<file path="src/rtl/icache_direct.sv">
// icache_direct: direct-mapped, read-only instruction cache between IF and the ROM.
// A hit returns the instruction in the same cycle. A miss refills the whole line
// one word at a time over a req/rvalid handshake, and then the fetch is served.
// Optional statistics counters are built when the ICACHE_STATS_EN macro is defined.
//
// Ports:
//   clk_i          clock; all state changes on the rising edge
//   rst_i          synchronous active-high reset
//   pc_i           fetch address; bits [1:0] are ignored
//   fetch_req_i    a fetch is valid this cycle
//   invalidate_i   one-cycle pulse that discards all lines
//   instr_o        fetched instruction; NOP when ready_o=0
//   ready_o        hit on pc_i this cycle
//   mem_req_o      ROM word request, held until accepted
//   mem_addr_o     word-aligned ROM address
//   mem_rdata_i    ROM data
//   mem_rvalid_i   ROM beat done; accepts the current request
//   hit_count_o    (ICACHE_STATS_EN) saturating count of served fetches
//   miss_count_o   (ICACHE_STATS_EN) saturating count of refills started
module icache_direct #(
    parameter int INDEX_BITS  = 4,
    parameter int OFFSET_BITS = 2,
    localparam int TAG_BITS   = 32 - 2 - OFFSET_BITS - INDEX_BITS
) (
    input  logic        clk_i,
    input  logic        rst_i,
    input  logic [31:0] pc_i,
    input  logic        fetch_req_i,
    input  logic        invalidate_i,
    output logic [31:0] instr_o,
    output logic        ready_o,
    output logic        mem_req_o,
    output logic [31:0] mem_addr_o,
    input  logic [31:0] mem_rdata_i,
    input  logic        mem_rvalid_i
`ifdef ICACHE_STATS_EN
    ,
    output logic [31:0] hit_count_o,
    output logic [31:0] miss_count_o
`endif
);

    localparam int LINES = 1 << INDEX_BITS;
    localparam int WORDS = 1 << OFFSET_BITS;
    localparam logic [31:0] NOP = 32'h0000_0013;

    typedef enum logic [1:0] {S_IDLE, S_REFILL, S_DONE} state_t;

    state_t                 state_q, state_d;
    logic [31:0]            base_q, base_d;
    logic [OFFSET_BITS-1:0] cnt_q, cnt_d;
    logic                   inv_pend_q, inv_pend_d;
    logic [LINES-1:0]       valid_q, valid_d;
    logic [TAG_BITS-1:0]    tag_q  [LINES];
    logic [31:0]            data_q [LINES][WORDS];

    logic [OFFSET_BITS-1:0] off;
    logic [INDEX_BITS-1:0]  idx;
    logic [TAG_BITS-1:0]    tag;
    logic [INDEX_BITS-1:0]  ref_idx;
    logic [TAG_BITS-1:0]    ref_tag;
    logic                   hit;
    logic                   refill_we;
    logic                   unused_pc;

    assign off       = pc_i[OFFSET_BITS+1:2];
    assign idx       = pc_i[OFFSET_BITS+INDEX_BITS+1:OFFSET_BITS+2];
    assign tag       = pc_i[31:32-TAG_BITS];
    assign ref_idx   = base_q[OFFSET_BITS+INDEX_BITS+1:OFFSET_BITS+2];
    assign ref_tag   = base_q[31:32-TAG_BITS];
    assign unused_pc = ^pc_i[1:0];

    // A fetch that coincides with an invalidate is not served.
    assign hit = fetch_req_i && (state_q == S_IDLE) && !invalidate_i &&
                 valid_q[idx] && (tag_q[idx] == tag);

    always_comb begin
        state_d    = state_q;
        base_d     = base_q;
        cnt_d      = cnt_q;
        inv_pend_d = inv_pend_q;
        valid_d    = valid_q;
        ready_o    = hit;
        instr_o    = hit ? data_q[idx][off] : NOP;
        mem_req_o  = 1'b0;
        mem_addr_o = '0;
        refill_we  = 1'b0;
        case (state_q)
            S_IDLE: begin
                if (invalidate_i) begin
                    valid_d = '0;
                end else if (fetch_req_i && !hit) begin
                    state_d = S_REFILL;
                    base_d  = {pc_i[31:OFFSET_BITS+2], {(OFFSET_BITS+2){1'b0}}};
                    cnt_d   = '0;
                end
            end
            S_REFILL: begin
                mem_req_o  = 1'b1;
                mem_addr_o = {base_q[31:OFFSET_BITS+2], cnt_q, 2'b00};
                if (invalidate_i) inv_pend_d = 1'b1;
                if (mem_rvalid_i) begin
                    refill_we = 1'b1;
                    cnt_d     = cnt_q + 1'b1;
                    if (cnt_q == OFFSET_BITS'(WORDS - 1)) begin
                        valid_d[ref_idx] = 1'b1;
                        state_d          = S_DONE;
                    end
                end
            end
            S_DONE: begin
                // A deferred invalidate also discards the line just installed.
                state_d = S_IDLE;
                if (inv_pend_q || invalidate_i) valid_d = '0;
                inv_pend_d = 1'b0;
            end
            default: state_d = S_IDLE;
        endcase
    end

    always_ff @(posedge clk_i) begin
        if (rst_i) begin
            state_q    <= S_IDLE;
            base_q     <= '0;
            cnt_q      <= '0;
            inv_pend_q <= 1'b0;
            valid_q    <= '0;
        end else begin
            state_q    <= state_d;
            base_q     <= base_d;
            cnt_q      <= cnt_d;
            inv_pend_q <= inv_pend_d;
            valid_q    <= valid_d;
        end
    end

    always_ff @(posedge clk_i) begin
        if (!rst_i && refill_we) begin
            data_q[ref_idx][cnt_q] <= mem_rdata_i;
            if (cnt_q == OFFSET_BITS'(WORDS - 1)) tag_q[ref_idx] <= ref_tag;
        end
    end

`ifdef ICACHE_STATS_EN
    logic [31:0] hit_cnt_q, miss_cnt_q;

    always_ff @(posedge clk_i) begin
        if (rst_i) begin
            hit_cnt_q  <= '0;
            miss_cnt_q <= '0;
        end else begin
            if (fetch_req_i && ready_o && (hit_cnt_q != 32'hFFFF_FFFF))
                hit_cnt_q <= hit_cnt_q + 32'd1;
            if ((state_q == S_IDLE) && (state_d == S_REFILL) && (miss_cnt_q != 32'hFFFF_FFFF))
                miss_cnt_q <= miss_cnt_q + 32'd1;
        end
    end

    assign hit_count_o  = hit_cnt_q;
    assign miss_count_o = miss_cnt_q;
`endif

endmodule

</file>
<file path="config.mk">
export PLATFORM = sky130hd
export DESIGN_NAME = icache_direct
export DESIGN_NICKNAME = d
export VERILOG_FILES = /design/src/rtl/icache_direct.sv
export SDC_FILE = /design/constraint.sdc
export NUM_CORES = 2
export LEC_CHECK = 0
export ABC_CLOCK_PERIOD_IN_PS = 6660
export CAP_MARGIN = 20
export CORE_MARGIN = 3
export CORE_UTILIZATION = 55
export CTS_CLUSTER_SIZE = 40
export DETAILED_ROUTE_END_ITERATION = 16
export HOLD_SLACK_MARGIN = 0.12
export PLACE_DENSITY = 0.81
export SETUP_SLACK_MARGIN = 0.3
export SYNTH_ARGS = -nofsm -noshare
export SYNTH_HDL_FRONTEND = slang
export SYNTH_SLANG_ARGS = --single-unit
</file>
<file path="constraint.sdc">
create_clock -name clk_i -period 6.66 [get_ports clk_i]
set_input_delay 1.332 -clock clk_i [delete_from_list [all_inputs] [get_ports clk_i]]
set_output_delay 1.332 -clock clk_i [all_outputs]
set_load 0.03 [all_outputs]
</file>
## Yosys cells after proc, flatten, opt, wreduce, memory -nomap -nowiden

Memory sizes are Yosys's and may differ from the RTL's.
Cells that the tools add are included.

- Output and inout port bits: 66
- Memory bits (writable): 2432
- Input port bits: 69
- Logic and storage cells: 85
- Flip-flop bits (word level): 49
- Memories kept: 2

- Equal/unequal tests: 11
- Add/subtract/negate cells: 1
- Reductions and logical operators: 21
- Bitwise gates (word level): 4
- Magnitude comparators: 6
- Multiplexer cells: 35

Memories:

| memory | words | bits a word | read ports | clocked after memory_dff | write ports | line | RTL |
|---|---|---|---|---|---|---|---|
| data_q | 16 | 128 | 1 | 0 | 1 | 55 | `logic [31:0] data_q [LINES][WORDS];` |
| tag_q | 16 | 24 | 1 | 0 | 1 | 54 | `logic [TAG_BITS-1:0] tag_q [LINES];` |

Operators by type and width:

| operator | number |
|---|---|
| 2-to-1 mux 32 bit | 5 |
| 2-to-1 mux 128 bit | 1 |
| binary-select mux 32 bit (select 2 bit) | 1 |
| demux 32 bit (select 2 bit) | 1 |
| 2-to-1 mux 16 bit | 4 |
| case mux 16 bit (3 select lines) | 1 |
| == test 24 bit | 1 |
| bitwise OR 16 bit | 1 |
| 2-to-1 mux 2 bit | 7 |
| != test 2 bit (second input constant) | 6 |
| < comparator 4 x 5 -> 1 bit (second input constant) | 2 |
| 2-to-1 mux 1 bit | 10 |
| logical AND 1 bit | 8 |
| case mux 2 bit (2 select lines) | 2 |
| AND reduction 4 bit | 2 |
| greater-or-equal comparator 3 bit (second input constant) | 2 |
| NOT 2 -> 3 bit | 2 |
| AND reduction 5 bit | 1 |
| binary-select mux 1 bit (select 4 bit) | 1 |
| demux 1 bit (select 4 bit) | 1 |
| == test 2 bit (second input constant) | 2 |
| greater-or-equal comparator 4 x 1 -> 1 bit (second input constant) | 1 |
| nonzero test 2 bit | 2 |
| zero test 1 bit | 3 |
| other kinds (11) | 11 |

## Depth between registers and ports, before layout

- Word-level depth: 10
- Mapped depth: 14
- Mapped depth without buffers: 8

## Worst setup path after synthesis

OpenSTA, ideal clock, no wires.

- Kind: input to output
- From: input port pc_i[7]
- To: output port instr_o[15]
- Arrival: 4300 ps
- Buffers on the path: 3
- Required time: 5328 ps
- Slack: 1028 ps
- Stages on the path: 11
- Cell sequence: buf_2 > clkbuf_1 > mux4_2 > mux2i_1 > mux2i_1 > xor2_1 > a2111o_1 > nor4_1 > nand4_1 > buf_2 > a211oi_1

- Cells in the longest elaborated chain, start to end: 5
- Elaborated cells between the ends (all ways): 11
- Those cells by class: 1 x eq/ne; 6 x mux; 2 x reduce/logical; 2 x memory

Ends and longest elaborated chain:

| item | line | RTL |
|---|---|---|
| start, declared | 27 | `input logic [31:0] pc_i,` |
| memory read (16 x 128 bit) or binary-select mux 1 bit (select 4 bit) (tied branches) | -- |  |
| binary-select mux 32 bit (select 2 bit) or 2-to-1 mux 1 bit (tied branches) | 84, 75 |  |
| 2-to-1 mux 32 bit (not written as such) or logical AND 1 bit (tied branches) | 84, 74 |  |
| 2-to-1 mux 32 bit (not written as such) or logical AND 1 bit (tied branches) | 84, 75 |  |
| 2-to-1 mux 32 bit * | 84 | `instr_o = hit ? data_q[idx][off] : NOP;` |
| end, declared | 30 | `output logic [31:0] instr_o,` |

Every way passes the cells marked *; elsewhere a longest branch is shown, timed or not. The select of a mux whose other input is x is not followed.

## Worst setup path in the final report

- From: input port pc_i[4]
- To: output port instr_o[17]

The elaborated chain is that of the path after synthesis.

==> metrics <==
outcome=finished clean; top cells by area, synth=edfxtp_1 (76%), mux4_2 (18%), dfxtp_1 (1.0%); Worst R2R End=tag_q[0][7]; Yosys top cell area share=75.9%; worst r2r path cells=6; number of top-level pins=135; P&R area growth vs syn=14.3%; Port-buffer cells=130; dpl ws=0.0415 ns; hold depth=2; share of post-route cells with drive strength above 1=approximately a third; max-slew violations=0; type of the worst setup path=in -> out; clock sinks=2481; core footprint=approximately 170000 um^2; root buf cell=clkbuf_16; CTS Buffer Depth=3; leading area contributor after synthesis=edfxtp_1; cts bufs inserted=roughly 220; CTS clk-pin slew, worst paths=approximately 0.070 ns; worst-path fanout max=29; Post-synth top cells=edfxtp_1 (2432), mux4_2 (755), nor2_1 (97); Layout Cell Area excl Fill=110000 um^2; synth warn=0; GP Congestion=0.844; Post-Syn Instances=4099; total grt overflow=0; RSZ-0062 raised after global routing=true; first-pass GRT wire length=376 mm; Crit path required time=5.33 ns; starting density of the core=between 50% and 60%; Chip Height=about 420 um; end of the worst hold path=valid_q[14]; Mapped Area=around 96000 um^2; fin crit period=6.29 ns; # rows=around 150; PnR worst setup slack=0.374 ns; Syn Area/Cell=roughly 23 um^2; Worst-Margin Slew=between 1 and 1.5 ns; Max-cap violations=0; Synth Flop Type=edfxtp_1; initial antenna violation count=12; Power Density=a little under 300 nW/um^2; hold path start=valid_q[14]; die area=between 150000 and 200000 um^2; Netlist cell types=63; vias in the first global route=about 50000; layout net count=between 4000 and 5000; most instantiated library cell after synthesis=edfxtp_1; Final HPWL DP=approximately 130 mm; drt via density=7.09; achievable frequency=approximately 0.16 GHz; dpl cell area=102000 um^2; Final Hold Vio Count=0; Total GRT Usage=29.7%; P_leak=roughly 34 nW; Post-synth ARST share=0%; crit share post-route=94.4%; Post-CTS Hold Buffers=0; largest net degree at the start of global routing=91; Inst Count DP=between 6000 and 7000; wire length per cell=~40 um; CTS tree=done; Setup crit end kind=primary output; clk_lat worst skew=just under 0.9 ns; IR drop worst, VDD=roughly 0.29 mV; DR pass1 iterations=8; Worst R2R Start=state_q[0]; share of the yosys chip area belonging to registers=between 70% and 80%; startpoint types=input pin; EDFF count, synth=between 2000 and 2500; max_slew headroom=about a quarter; R2R setup slack=1.86 ns; # DRC=0; initial DRC count=between 8000 and 9000; Die W=approximately 420 um; CTS H-Tree Depth=4; arrival time worst endpoint=4.95 ns; worst hold path type=reg -> reg; total number of vias=between 40000 and 50000; Setup Skew=0.0617 ns; Synth Register Bits=between 2000 and 2500; setup tns final=0 ns; Non-Filler Instances=between 6000 and 7000; final setup fails=0; Routed Antenna Nets=0; routed wire length=approximately 270 mm
## worst max path at each step
stage / startpoint / endpoint / slack (ns) / cells past startpoint
after CTS: invalidate_i / instr_o[29] / 0.34 / 13
final: pc_i[4] / instr_o[17] / 0.37 / 13
after detailed placement: invalidate_i / instr_o[17] / 0.04 / 11
after floorplan: pc_i[7] / instr_o[15] / 1.03 / 11
after global routing: pc_i[4] / instr_o[17] / 0.26 / 13
after global placement: invalidate_i / instr_o[17] / 0.03 / 11
## worst max-delay path, cell delays in order
cell and delay, ns:
buf_12 0.27, buf_12 0.29, mux4_2 0.53, o22ai_1 0.18, nor3_1 0.11, xnor2_1 0.32
nand2_1 0.12, a2111oi_2 0.35, nand4_1 0.17, buf_4 0.22, buf_12 0.18, a211oi_4 0.63
buf_12 0.20
## timing repair
action,in CTS,in global routing
cloned,1,3
endpoints found under the setup margin,32,17
buffers inserted,2,0
pin swaps,1,2
resized for setup,2,14
## cell usage in the layout (no fill, tap or decap), types with 6 or more instances in the layout
master	n
nor2_4	64
inv_1	11
mux4_2	755
buf_2	34
clkinvlp_4	7
and2_1	31
nor3_1	12
a21oi_1	10
nand2b_1	10
buf_12	90
nor4_1	29
a211oi_1	25
a31oi_1	11
clkinv_2	48
nor2_1	33
a32oi_1	30
o22ai_1	8
dfxtp_1	49
clkdlybuf4s50_1	56
nor2b_1	35
clkbuf_16	230
a211oi_2	7
clkbuf_1	32
mux2i_1	84
buf_4	127
nor3b_1	26
nand3_1	9
clkinv_1	51
a41oi_1	6
xnor2_1	21
bufinv_16	32
edfxtp_1	2432
buf_16	8
nand2_1	86
## flip-flops by register name, summed over array words and instances (netlist names)
name        count
base_q         28
cnt_q           2
data_q       2048
inv_pend_q      1
valid_q        16
tag_q         384
state_q         2
## cell type report
cell class | count | area, um^2
multi-input cells | 1364 | 21600
diodes | 5 | 12.5
flip-flops and latches | 2481 | 74000
inverters | 14 | 55.1
repair buffers | 325 | 3890
clock buffers | 260 | 5810
well taps | 2310 | 2890
clock inverters | 158 | 1750
fillers | 10281 | 62900
## routing by layer
layer	share of wire [%]	vias up	GRT usage (%)	routed length, um
met4	5.8	6	15.4	15800
met3	12	959	6.56	33600
li1	-	18192	-	-
met5	0.015	-	0	41
met1	32	25312	37.6	85200
met2	50	4605	48.7	136000
## through the flow
stage | util (%) | power [mW] | hold WS [ns]
6_report | 63.6 | 32.3 | 0.502
5_1_grt | 63.6 | 33.0 | 0.518
3_3_place_gp | 58.8 | 19.0 | 0.442
2_1_floorplan | - | 18.5 | 0.432
3_5_place_dp | 58.8 | 19.1 | 0.458
4_1_cts | 63.2 | 32.3 | 0.499
## logic make-up (layout without fill, tap and decap cells)
family                     Yosys count  in the layout  share of synthesized area [%]
AOI/OAI and AO/OA                  131            131                           1.10
xor gates and xnor gates            26             26                          0.237
adders and majority gates            4              4                         0.0520
buffers and inverters              255            757                           1.26
DFF                               2481           2481                           76.9
muxes                              842            842                           18.6
other                                1              7                        0.00390
and+or+nand+nor                    359            359                           1.90
## where the power goes
part           internal, mW  total, mW  switching (mW)
clock network          7.52       13.4            5.93
logic                 0.674       1.64           0.962
registers              17.2       17.3          0.0818
Note: power is estimated with default switching activity, not from simulation.
